### config.mk
export PLATFORM = sky130hd
export DESIGN_NAME = cv32e40x_div_unrolled_flat
export DESIGN_NICKNAME = d
export VERILOG_FILES = /design/src/rtl/cv32e40x_div_unrolled_if.sv /design/src/rtl/cv32e40x_div_unrolled.sv /design/src/flat_wrapper.sv
export SDC_FILE = /design/constraint.sdc
export NUM_CORES = 1
export LEC_CHECK = 0
export CAP_MARGIN = 20
export CELL_PAD_IN_SITES_DETAIL_PLACEMENT = 2
export CELL_PAD_IN_SITES_GLOBAL_PLACEMENT = 2
export CORE_ASPECT_RATIO = 1.2
export CORE_MARGIN = 5
export CORE_UTILIZATION = 35
export CTS_CLUSTER_DIAMETER = 120
export CTS_CLUSTER_SIZE = 8
export DETAILED_ROUTE_END_ITERATION = 16
export PLACE_DENSITY = 0.77
export SKIP_LAST_GASP = 1
export SLEW_MARGIN = 40
export SYNTH_ARGS = -nofsm -noshare
export SYNTH_HDL_FRONTEND = slang
export SYNTH_SLANG_ARGS = --single-unit
export TNS_END_PERCENT = 30
### constraint.sdc
create_clock -name clk -period 9.13 [get_ports clk]
set_input_delay 0.913 -clock clk [delete_from_list [all_inputs] [get_ports clk]]
set_output_delay 0.913 -clock clk [all_outputs]
set_load 0.02 [all_outputs]
### src/rtl/cv32e40x_div_unrolled_if.sv
// ============================================================================
// Module      : cv32e40x_div_unrolled_if (with cv32e40x_div_unrolled_pkg)
// Description : Opcode type and request/response bundle for the unrolled divider.
// Revision    : 1.0 - initial release
// ============================================================================
`default_nettype none

package cv32e40x_div_unrolled_pkg;
  // bit 0 = signed, bit 1 = remainder
  typedef enum logic [1:0] {
    DIV_DIVU = 2'b00,
    DIV_DIV  = 2'b01,
    DIV_REMU = 2'b10,
    DIV_REM  = 2'b11
  } div_opcode_e;
endpackage

interface cv32e40x_div_unrolled_if #(
  parameter int WIDTH = 32
);
  import cv32e40x_div_unrolled_pkg::*;

  div_opcode_e      operator_i;
  logic             const_cycles_en_i;
  logic [WIDTH-1:0] op_a_i;
  logic [WIDTH-1:0] op_b_i;
  logic             valid_i;
  logic             ready_o;
  logic             kill_i;
  logic             valid_o;
  logic             ready_i;
  logic [WIDTH-1:0] result_o;

  modport master (
    output operator_i, const_cycles_en_i, op_a_i, op_b_i, valid_i, kill_i, ready_i,
    input  ready_o, valid_o, result_o
  );

  modport slave (
    input  operator_i, const_cycles_en_i, op_a_i, op_b_i, valid_i, kill_i, ready_i,
    output ready_o, valid_o, result_o
  );
endinterface

`default_nettype wire

### src/rtl/cv32e40x_div_unrolled.sv
// ============================================================================
// Module      : cv32e40x_div_unrolled
// Description : Iterative DIV/DIVU/REM/REMU divider, UNROLL quotient bits per
//               cycle, magnitude-based early termination, kill and optional
//               result cache (macro CV32E40X_DIV_RESULT_CACHE_EN).
// Revision    : 1.0 - initial release
// ============================================================================
`default_nettype none

module cv32e40x_div_unrolled
  import cv32e40x_div_unrolled_pkg::*;
#(
  parameter int WIDTH  = 32,
  parameter int UNROLL = 1
) (
  input  logic                   clk,
  input  logic                   rst,
  cv32e40x_div_unrolled_if.slave div_if
);

  localparam int CLZ_W = $clog2(WIDTH + 1);
  localparam int CNT_W = $clog2(WIDTH / UNROLL);

  typedef enum logic [1:0] {
    S_IDLE   = 2'd0,
    S_DIVIDE = 2'd1,
    S_FINISH = 2'd2
  } state_e;

  state_e           state_q, state_d;
  logic             is_signed_q, is_signed_d;
  logic             is_rem_q, is_rem_d;
  logic             sign_a_q, sign_a_d;
  logic             sign_b_q, sign_b_d;
  logic             b_zero_q, b_zero_d;
  logic [WIDTH-1:0] rem_q, rem_d;
  logic [WIDTH-1:0] shreg_q, shreg_d;
  logic [WIDTH-1:0] divisor_q, divisor_d;
  logic [CNT_W-1:0] cnt_q, cnt_d;
  logic [WIDTH-1:0] result_q, result_d;

`ifdef CV32E40X_DIV_RESULT_CACHE_EN
  logic             hit_q, hit_d;
  logic [WIDTH-1:0] op_a_q, op_a_d;
  logic [WIDTH-1:0] op_b_q, op_b_d;
  logic             cache_valid_q, cache_valid_d;
  logic             cache_signed_q, cache_signed_d;
  logic [WIDTH-1:0] cache_a_q, cache_a_d;
  logic [WIDTH-1:0] cache_b_q, cache_b_d;
  logic [WIDTH-1:0] cache_quot_q, cache_quot_d;
  logic [WIDTH-1:0] cache_rem_q, cache_rem_d;
  logic             cache_hit;
`endif

  logic             op_signed;
  logic             op_rem;
  logic             accept;
  logic [WIDTH-1:0] abs_a;
  logic [WIDTH-1:0] abs_b;
  logic [CLZ_W-1:0] lz_a;
  logic [CLZ_W-1:0] sig_bits;
  logic [CLZ_W-1:0] iters;
  logic [CLZ_W-1:0] shamt;
  logic [WIDTH-1:0] step_rem;
  logic [WIDTH-1:0] step_sh;
  logic [WIDTH:0]   trial;
  logic             qbit;

  function automatic logic [CLZ_W-1:0] clz(input logic [WIDTH-1:0] v);
    clz = CLZ_W'(WIDTH);
    for (int i = 0; i < WIDTH; i++) begin
      if (v[i]) clz = CLZ_W'(WIDTH - 1 - i);
    end
  endfunction

  function automatic logic [WIDTH-1:0] fix_quot(input logic [WIDTH-1:0] q, input logic sgn,
                                                input logic sa, input logic sb, input logic bz);
    if (bz)                    fix_quot = '1;
    else if (sgn && (sa != sb)) fix_quot = -q;
    else                        fix_quot = q;
  endfunction

  function automatic logic [WIDTH-1:0] fix_rem(input logic [WIDTH-1:0] r, input logic sgn,
                                               input logic sa);
    fix_rem = (sgn && sa) ? -r : r;
  endfunction

  // Operand preparation: magnitudes, leading-zero count and iteration count.
  always_comb begin
    op_signed = (div_if.operator_i == DIV_DIV) || (div_if.operator_i == DIV_REM);
    op_rem    = (div_if.operator_i == DIV_REMU) || (div_if.operator_i == DIV_REM);
    abs_a     = (op_signed && div_if.op_a_i[WIDTH-1]) ? -div_if.op_a_i : div_if.op_a_i;
    abs_b     = (op_signed && div_if.op_b_i[WIDTH-1]) ? -div_if.op_b_i : div_if.op_b_i;
    lz_a      = clz(abs_a);
    sig_bits  = CLZ_W'(WIDTH) - lz_a;
    if (div_if.const_cycles_en_i) begin
      iters = CLZ_W'(WIDTH / UNROLL);
    end else begin
      iters = (sig_bits + CLZ_W'(UNROLL - 1)) / CLZ_W'(UNROLL);
      if (iters == '0) iters = CLZ_W'(1);
    end
    // Align so exactly iters*UNROLL bits are consumed; the zero fill keeps
    // the upper quotient bits clear when iterations end early.
    shamt     = CLZ_W'(WIDTH) - iters * CLZ_W'(UNROLL);
  end

  assign accept = div_if.valid_i && (state_q == S_IDLE) && !div_if.kill_i;

`ifdef CV32E40X_DIV_RESULT_CACHE_EN
  assign cache_hit = cache_valid_q && !div_if.const_cycles_en_i &&
                     (div_if.op_a_i == cache_a_q) && (div_if.op_b_i == cache_b_q) &&
                     (op_signed == cache_signed_q);
`endif

  // Restoring shift-subtract, UNROLL steps per cycle.
  always_comb begin
    step_rem = rem_q;
    step_sh  = shreg_q;
    trial    = '0;
    qbit     = 1'b0;
    for (int k = 0; k < UNROLL; k++) begin
      trial = {step_rem, step_sh[WIDTH-1]};
      if (trial >= {1'b0, divisor_q}) begin
        step_rem = WIDTH'(trial - {1'b0, divisor_q});
        qbit     = 1'b1;
      end else begin
        step_rem = trial[WIDTH-1:0];
        qbit     = 1'b0;
      end
      step_sh = {step_sh[WIDTH-2:0], qbit};
    end
  end

  always_comb begin
    state_d     = state_q;
    is_signed_d = is_signed_q;
    is_rem_d    = is_rem_q;
    sign_a_d    = sign_a_q;
    sign_b_d    = sign_b_q;
    b_zero_d    = b_zero_q;
    rem_d       = rem_q;
    shreg_d     = shreg_q;
    divisor_d   = divisor_q;
    cnt_d       = cnt_q;
    result_d    = result_q;
`ifdef CV32E40X_DIV_RESULT_CACHE_EN
    hit_d          = hit_q;
    op_a_d         = op_a_q;
    op_b_d         = op_b_q;
    cache_valid_d  = cache_valid_q;
    cache_signed_d = cache_signed_q;
    cache_a_d      = cache_a_q;
    cache_b_d      = cache_b_q;
    cache_quot_d   = cache_quot_q;
    cache_rem_d    = cache_rem_q;
`endif

    case (state_q)
      S_IDLE: begin
        if (accept) begin
          is_signed_d = op_signed;
          is_rem_d    = op_rem;
          sign_a_d    = div_if.op_a_i[WIDTH-1];
          sign_b_d    = div_if.op_b_i[WIDTH-1];
          b_zero_d    = (div_if.op_b_i == '0);
          rem_d       = '0;
          shreg_d     = abs_a << shamt;
          divisor_d   = abs_b;
          cnt_d       = CNT_W'(iters - CLZ_W'(1));
          state_d     = S_DIVIDE;
`ifdef CV32E40X_DIV_RESULT_CACHE_EN
          op_a_d = div_if.op_a_i;
          op_b_d = div_if.op_b_i;
          hit_d  = 1'b0;
          if (cache_hit) begin
            hit_d    = 1'b1;
            result_d = op_rem ? cache_rem_q : cache_quot_q;
            state_d  = S_FINISH;
          end
`endif
        end
      end

      S_DIVIDE: begin
        if (div_if.kill_i) begin
          state_d = S_IDLE;
        end else begin
          rem_d   = step_rem;
          shreg_d = step_sh;
          cnt_d   = cnt_q - CNT_W'(1);
          if (cnt_q == '0) begin
            result_d = is_rem_q ? fix_rem(step_rem, is_signed_q, sign_a_q)
                                : fix_quot(step_sh, is_signed_q, sign_a_q, sign_b_q, b_zero_q);
            state_d  = S_FINISH;
          end
        end
      end

      S_FINISH: begin
        if (div_if.kill_i) begin
          state_d = S_IDLE;
        end else if (div_if.ready_i) begin
          state_d = S_IDLE;
`ifdef CV32E40X_DIV_RESULT_CACHE_EN
          // A hit already matches the stored entry; shreg/rem are stale then.
          if (!hit_q) begin
            cache_valid_d  = 1'b1;
            cache_signed_d = is_signed_q;
            cache_a_d      = op_a_q;
            cache_b_d      = op_b_q;
            cache_quot_d   = fix_quot(shreg_q, is_signed_q, sign_a_q, sign_b_q, b_zero_q);
            cache_rem_d    = fix_rem(rem_q, is_signed_q, sign_a_q);
          end
`endif
        end
      end

      default: state_d = S_IDLE;
    endcase
  end

  always_ff @(posedge clk) begin
    if (rst) begin
      state_q     <= S_IDLE;
      is_signed_q <= 1'b0;
      is_rem_q    <= 1'b0;
      sign_a_q    <= 1'b0;
      sign_b_q    <= 1'b0;
      b_zero_q    <= 1'b0;
      rem_q       <= '0;
      shreg_q     <= '0;
      divisor_q   <= '0;
      cnt_q       <= '0;
      result_q    <= '0;
`ifdef CV32E40X_DIV_RESULT_CACHE_EN
      hit_q          <= 1'b0;
      op_a_q         <= '0;
      op_b_q         <= '0;
      cache_valid_q  <= 1'b0;
      cache_signed_q <= 1'b0;
      cache_a_q      <= '0;
      cache_b_q      <= '0;
      cache_quot_q   <= '0;
      cache_rem_q    <= '0;
`endif
    end else begin
      state_q     <= state_d;
      is_signed_q <= is_signed_d;
      is_rem_q    <= is_rem_d;
      sign_a_q    <= sign_a_d;
      sign_b_q    <= sign_b_d;
      b_zero_q    <= b_zero_d;
      rem_q       <= rem_d;
      shreg_q     <= shreg_d;
      divisor_q   <= divisor_d;
      cnt_q       <= cnt_d;
      result_q    <= result_d;
`ifdef CV32E40X_DIV_RESULT_CACHE_EN
      hit_q          <= hit_d;
      op_a_q         <= op_a_d;
      op_b_q         <= op_b_d;
      cache_valid_q  <= cache_valid_d;
      cache_signed_q <= cache_signed_d;
      cache_a_q      <= cache_a_d;
      cache_b_q      <= cache_b_d;
      cache_quot_q   <= cache_quot_d;
      cache_rem_q    <= cache_rem_d;
`endif
    end
  end

  assign div_if.ready_o  = (state_q == S_IDLE);
  assign div_if.valid_o  = (state_q == S_FINISH);
  assign div_if.result_o = result_q;

endmodule

`default_nettype wire

### src/flat_wrapper.sv
// flat-port wrapper written by rule: the top's interface ports become plain ports
module cv32e40x_div_unrolled_flat import cv32e40x_div_unrolled_pkg::*;
#(
  parameter int WIDTH  = 32,
  parameter int UNROLL = 1
)
  (clk, rst, div_if_operator_i, div_if_const_cycles_en_i, div_if_op_a_i, div_if_op_b_i, div_if_valid_i, div_if_kill_i, div_if_ready_i, div_if_ready_o, div_if_valid_o, div_if_result_o);
  cv32e40x_div_unrolled_if #(.WIDTH(WIDTH)) div_if_i ();
  input  logic clk;
  input  logic rst;
  input wire logic [$bits(div_if_i.operator_i)-1:0] div_if_operator_i;
  input wire logic [$bits(div_if_i.const_cycles_en_i)-1:0] div_if_const_cycles_en_i;
  input wire logic [$bits(div_if_i.op_a_i)-1:0] div_if_op_a_i;
  input wire logic [$bits(div_if_i.op_b_i)-1:0] div_if_op_b_i;
  input wire logic [$bits(div_if_i.valid_i)-1:0] div_if_valid_i;
  input wire logic [$bits(div_if_i.kill_i)-1:0] div_if_kill_i;
  input wire logic [$bits(div_if_i.ready_i)-1:0] div_if_ready_i;
  output wire logic [$bits(div_if_i.ready_o)-1:0] div_if_ready_o;
  output wire logic [$bits(div_if_i.valid_o)-1:0] div_if_valid_o;
  output wire logic [$bits(div_if_i.result_o)-1:0] div_if_result_o;
  assign div_if_i.operator_i = div_if_operator_i;
  assign div_if_i.const_cycles_en_i = div_if_const_cycles_en_i;
  assign div_if_i.op_a_i = div_if_op_a_i;
  assign div_if_i.op_b_i = div_if_op_b_i;
  assign div_if_i.valid_i = div_if_valid_i;
  assign div_if_i.kill_i = div_if_kill_i;
  assign div_if_i.ready_i = div_if_ready_i;
  assign div_if_ready_o = div_if_i.ready_o;
  assign div_if_valid_o = div_if_i.valid_o;
  assign div_if_result_o = div_if_i.result_o;
  cv32e40x_div_unrolled #(.WIDTH(WIDTH), .UNROLL(UNROLL)) u_core (.clk(clk), .rst(rst), .div_if(div_if_i));
endmodule
==> summary.md <==
| Metric | Value |
|---|---|
| CTS tree | `built` |
| #FFs+latches synth | `140` |
| Fillers | `4,709` |
| Cells on worst reg2reg path | `17` |
| Synth Flop Type | `dfxtp_1` |
| Max Clk Rate | `0.127 GHz` |
| CP top delay family | `compound AO/OA/AOI/OAI gates` |
| Post-route cell area | `16,400 sq um` |
| Yosys warns | `0` |
| Dominant cell type by area after synthesis | `dfxtp_1` |
| Post-synthesis cell type count | `93` |
| Worst hold path endpoint | `u_core.div_if.result_o[31]` |
| Synthesized area per cell | `7.46 sq um` |
| Post-route DRC | `0` |
| Synth cell count leaders | `226 x nor2_1, 142 x a21oi_1, 142 x nand2_1, 140 x dfxtp_1, 109 x clkbuf_1` |
| Status | `finished, final reports clean` |
| Cell Chain, Critical Path | `clkdlybuf4s50_1 -> or4_4 -> nor4_4 -> buf_4 -> a31oi_1 -> o31ai_1 -> a21boi_0 -> o31ai_1 -> a32o_1 -> a21o_1 -> ha_1 -> o211ai_1 -> buf_4 -> o21ai_2 -> inv_2 -> ha_1 -> xor2_4 -> mux2_2 -> mux4_2 -> mux2i_1 -> a21boi_1 -> a221oi_2` |
| MaxCap Viol Count | `0` |
| Largest stage delay on the critical path | `730 ps` |
| Final hold violations | `0` |
| Crit-path slowest cell | `nor4_4` |
| Critical path arrival | `8270 ps` |
| Reg-to-reg startpoint | `u_core.rem_q[17]` |
| Inserted Clock Buffers | `17` |
| Share of cells above drive strength 1 | `8.38%` |
| Placed insts | `2,463` |
| Hold_buf cts | `0` |
| Vias per Instance | `6.33` |
| Synth area leaders | `dfxtp_1 20%, nor2_1 6.0%, a21oi_1 5.0%` |
| 1st-pass router iterations | `5` |
| Post-CTS Setup Repair Bufs | `0` |
| Maximum vdd drop | `0.137 mV` |
| Register area share after synthesis | `19.7%` |
| Slew Limit Headroom | `44.9%` |
| IO Pins | `106` |
| WL final | `64,300 microns` |
| GPL Wtd Cong | `0.952` |
| Synth-to-layout area growth | `15.0%` |
| Setup crit start kind | `primary input` |
| Fin cells | `2,497` |
| Clock Latency Late Sink | `460 ps` |
| Post-synth EDFFs | `0` |
| Post-DRT Antenna Nets | `0` |
| Clock Root Buffer | `clkbuf_16` |
| HPWL after DPL | `50,200 microns` |
| RSZ-0062 raised after global routing | `false` |
| Final net count | `2,057` |
| Final worst-path cycle share | `86.5%` |
| # setup viols final | `0` |
| Post_cts resized | `0` |
| Die X | `194 microns` |
| CTS clock-pin slew for the worst setup and hold paths | `70 ps` |
| Leakage | `5.90 nW` |
| Worst-Margin Slew | `819 ps` |
| Ys async rst share | `0%` |
| Largest net degree at the start of global routing | `67` |
| Die span in y | `231 microns` |
| Hold Startpoint | `u_core.div_if.result_o[31]` |
| WS Path Type | `in2reg` |
| Initial antenna violation count | `1` |
| Post-Syn Instances | `1,910` |
| Via count | `15,800` |
| GRT overflow | `0` |
| Power Density | `149 nW/um^2` |
| Final worst path period need | `7900 ps` |
| Critical Path Stages | `22` |
| Critical Path RT | `9500 ps` |
| Post-Syn Nets | `2,023` |
| Vias in the first global route | `16,900` |
| Worst r2r dst | `u_core.div_if.result_o[26]` |
| CP bufs+invs | `4` |
| Count leader, synth | `nor2_1` |
| DIE AREA | `44,900 sq um` |
| CP Capture Type | `register` |
| Global-route wire length before repair | `99,300 microns` |
| # rows | `81` |
| Global Route Usage Sum | `27.8%` |
| Port bufs | `105` |
| Core area | `40,500 sq um` |
| Avg WL per Cell | `25.8 microns` |
| Setup TNS | `0 ps` |
| Initial Util | `35.1%` |
| Sink Count | `140` |
| Clock Skews | `12.0 ps` |
| Max-slew violations | `0` |
| CTS max path bufs | `2` |
| Initial DRC Count | `798` |
| R2r setup slk | `3290 ps` |
| CP max FO | `16` |
| WHS Path Cells | `2` |
| Worst Hold Class | `reg2reg` |
| H-Tree Depth | `4` |
| Post-synth top area share | `19.7%` |
| Mapped Area | `14,200 sq um` |
| Placed Area | `15,800 sq um` |
per-layer routing:
metal | GRT usage [%] | up-vias | routed length [microns]
li1 | - | 7287 | -
met1 | 29.7 | 8016 | 24500
met2 | 53.2 | 357 | 34200
met3 | 3.17 | 150 | 1960
met4 | 14.7 | 0 | 3610
met5 | 0 | - | 0
tightest hold or removal path, cell delays in order (launching register included):
cell	delay [ps]
dfxtp_1	320
nand2_1	50
nand2_1	40
report_power, final:
part           internal (mW)  leakage (nW)  switching [mW]  total [mW]
clock network          0.358         0.272           0.323       0.681
registers              0.640          1.14          0.0371       0.677
logic                  0.394          4.49           0.683        1.08
total                   1.39          5.90            1.04        2.43
area by class of cell:
class	count	area, sq um	share of cell area [%]
Antenna cell	1	2.50	0.0153
Clock buffer	17	425	2.60
Clock inverter	15	135	0.825
Inverter	68	255	1.56
Multi-Input combinational cell	1567	10700	65.3
Sequential cell	140	2800	17.1
Tap cell	539	674	4.12
Timing Repair Buffer	150	1380	8.44
worst max path at each step:
stage	to	start
2_1_floorplan	u_core.shreg_q[31]	div_if_op_a_i[3]
3_3_place_gp	u_core.shreg_q[24]	div_if_op_a_i[6]
3_5_place_dp	u_core.shreg_q[31]	div_if_op_a_i[6]
4_1_cts	u_core.shreg_q[31]	div_if_op_a_i[6]
5_1_grt	u_core.shreg_q[31]	div_if_op_a_i[6]
6_report	u_core.shreg_q[31]	div_if_op_a_i[6]
cells in the final DEF (no fill, tap or decap), types with 10 or more instances in the layout:
cell type,count
a221oi_1,22
xnor2_1,70
clkdlybuf4s50_1,104
o31ai_1,25
nor2b_1,11
a21o_1,33
ha_1,40
or2_2,10
nand4_1,20
nand2_1,141
clkbuf_16,17
mux2_2,16
o41ai_1,10
o211ai_1,25
buf_4,45
and2_1,16
a221o_1,11
or3_1,22
a31oi_1,36
a211oi_1,50
a21oi_1,142
nor2_1,224
nor4_1,25
mux2i_1,58
nand2b_1,12
o21a_1,13
mux4_2,19
inv_1,66
and3_1,13
a22oi_1,39
o21ai_0,90
xor2_1,70
nand3_1,43
nor3_1,50
o2111ai_1,10
dfxtp_1,140
or4_1,17
cell families after synthesis:
kind of cell	after synthesis	share of synthesized area, %
and+or+nand+nor	652	22.5
adders and majority gates	41	3.65
AOI/OAI and AO/OA	638	31.2
xor gates and xnor gates	142	8.86
buffers and inverters	203	5.66
muxes	94	8.42
DFF	140	19.7
flip-flops by register name, indices dropped and copies added, names as in the netlist:
signal                  count
u_core.rem_q               32
u_core.is_rem_q             1
u_core.b_zero_q             1
u_core.state_q              2
u_core.div_if.result_o     32
u_core.divisor_q           32
u_core.shreg_q             32
u_core.sign_b_q             1
u_core.cnt_q                5
u_core.is_signed_q          1
u_core.sign_a_q             1
per-stage QoR:
stage                     util, %  hold slack [ps]  worst slack (ps)  total power, mW
after global routing         40.4              481               822             2.55
after CTS                    40.4              455              1360             2.43
after global placement       38.9              427              1130             1.71
final                        40.4              452              1230             2.43
after detailed placement     39.0              445               903             1.75
after floorplan                 -              432              2230             1.39
Power figures use the tool's default switching activity.
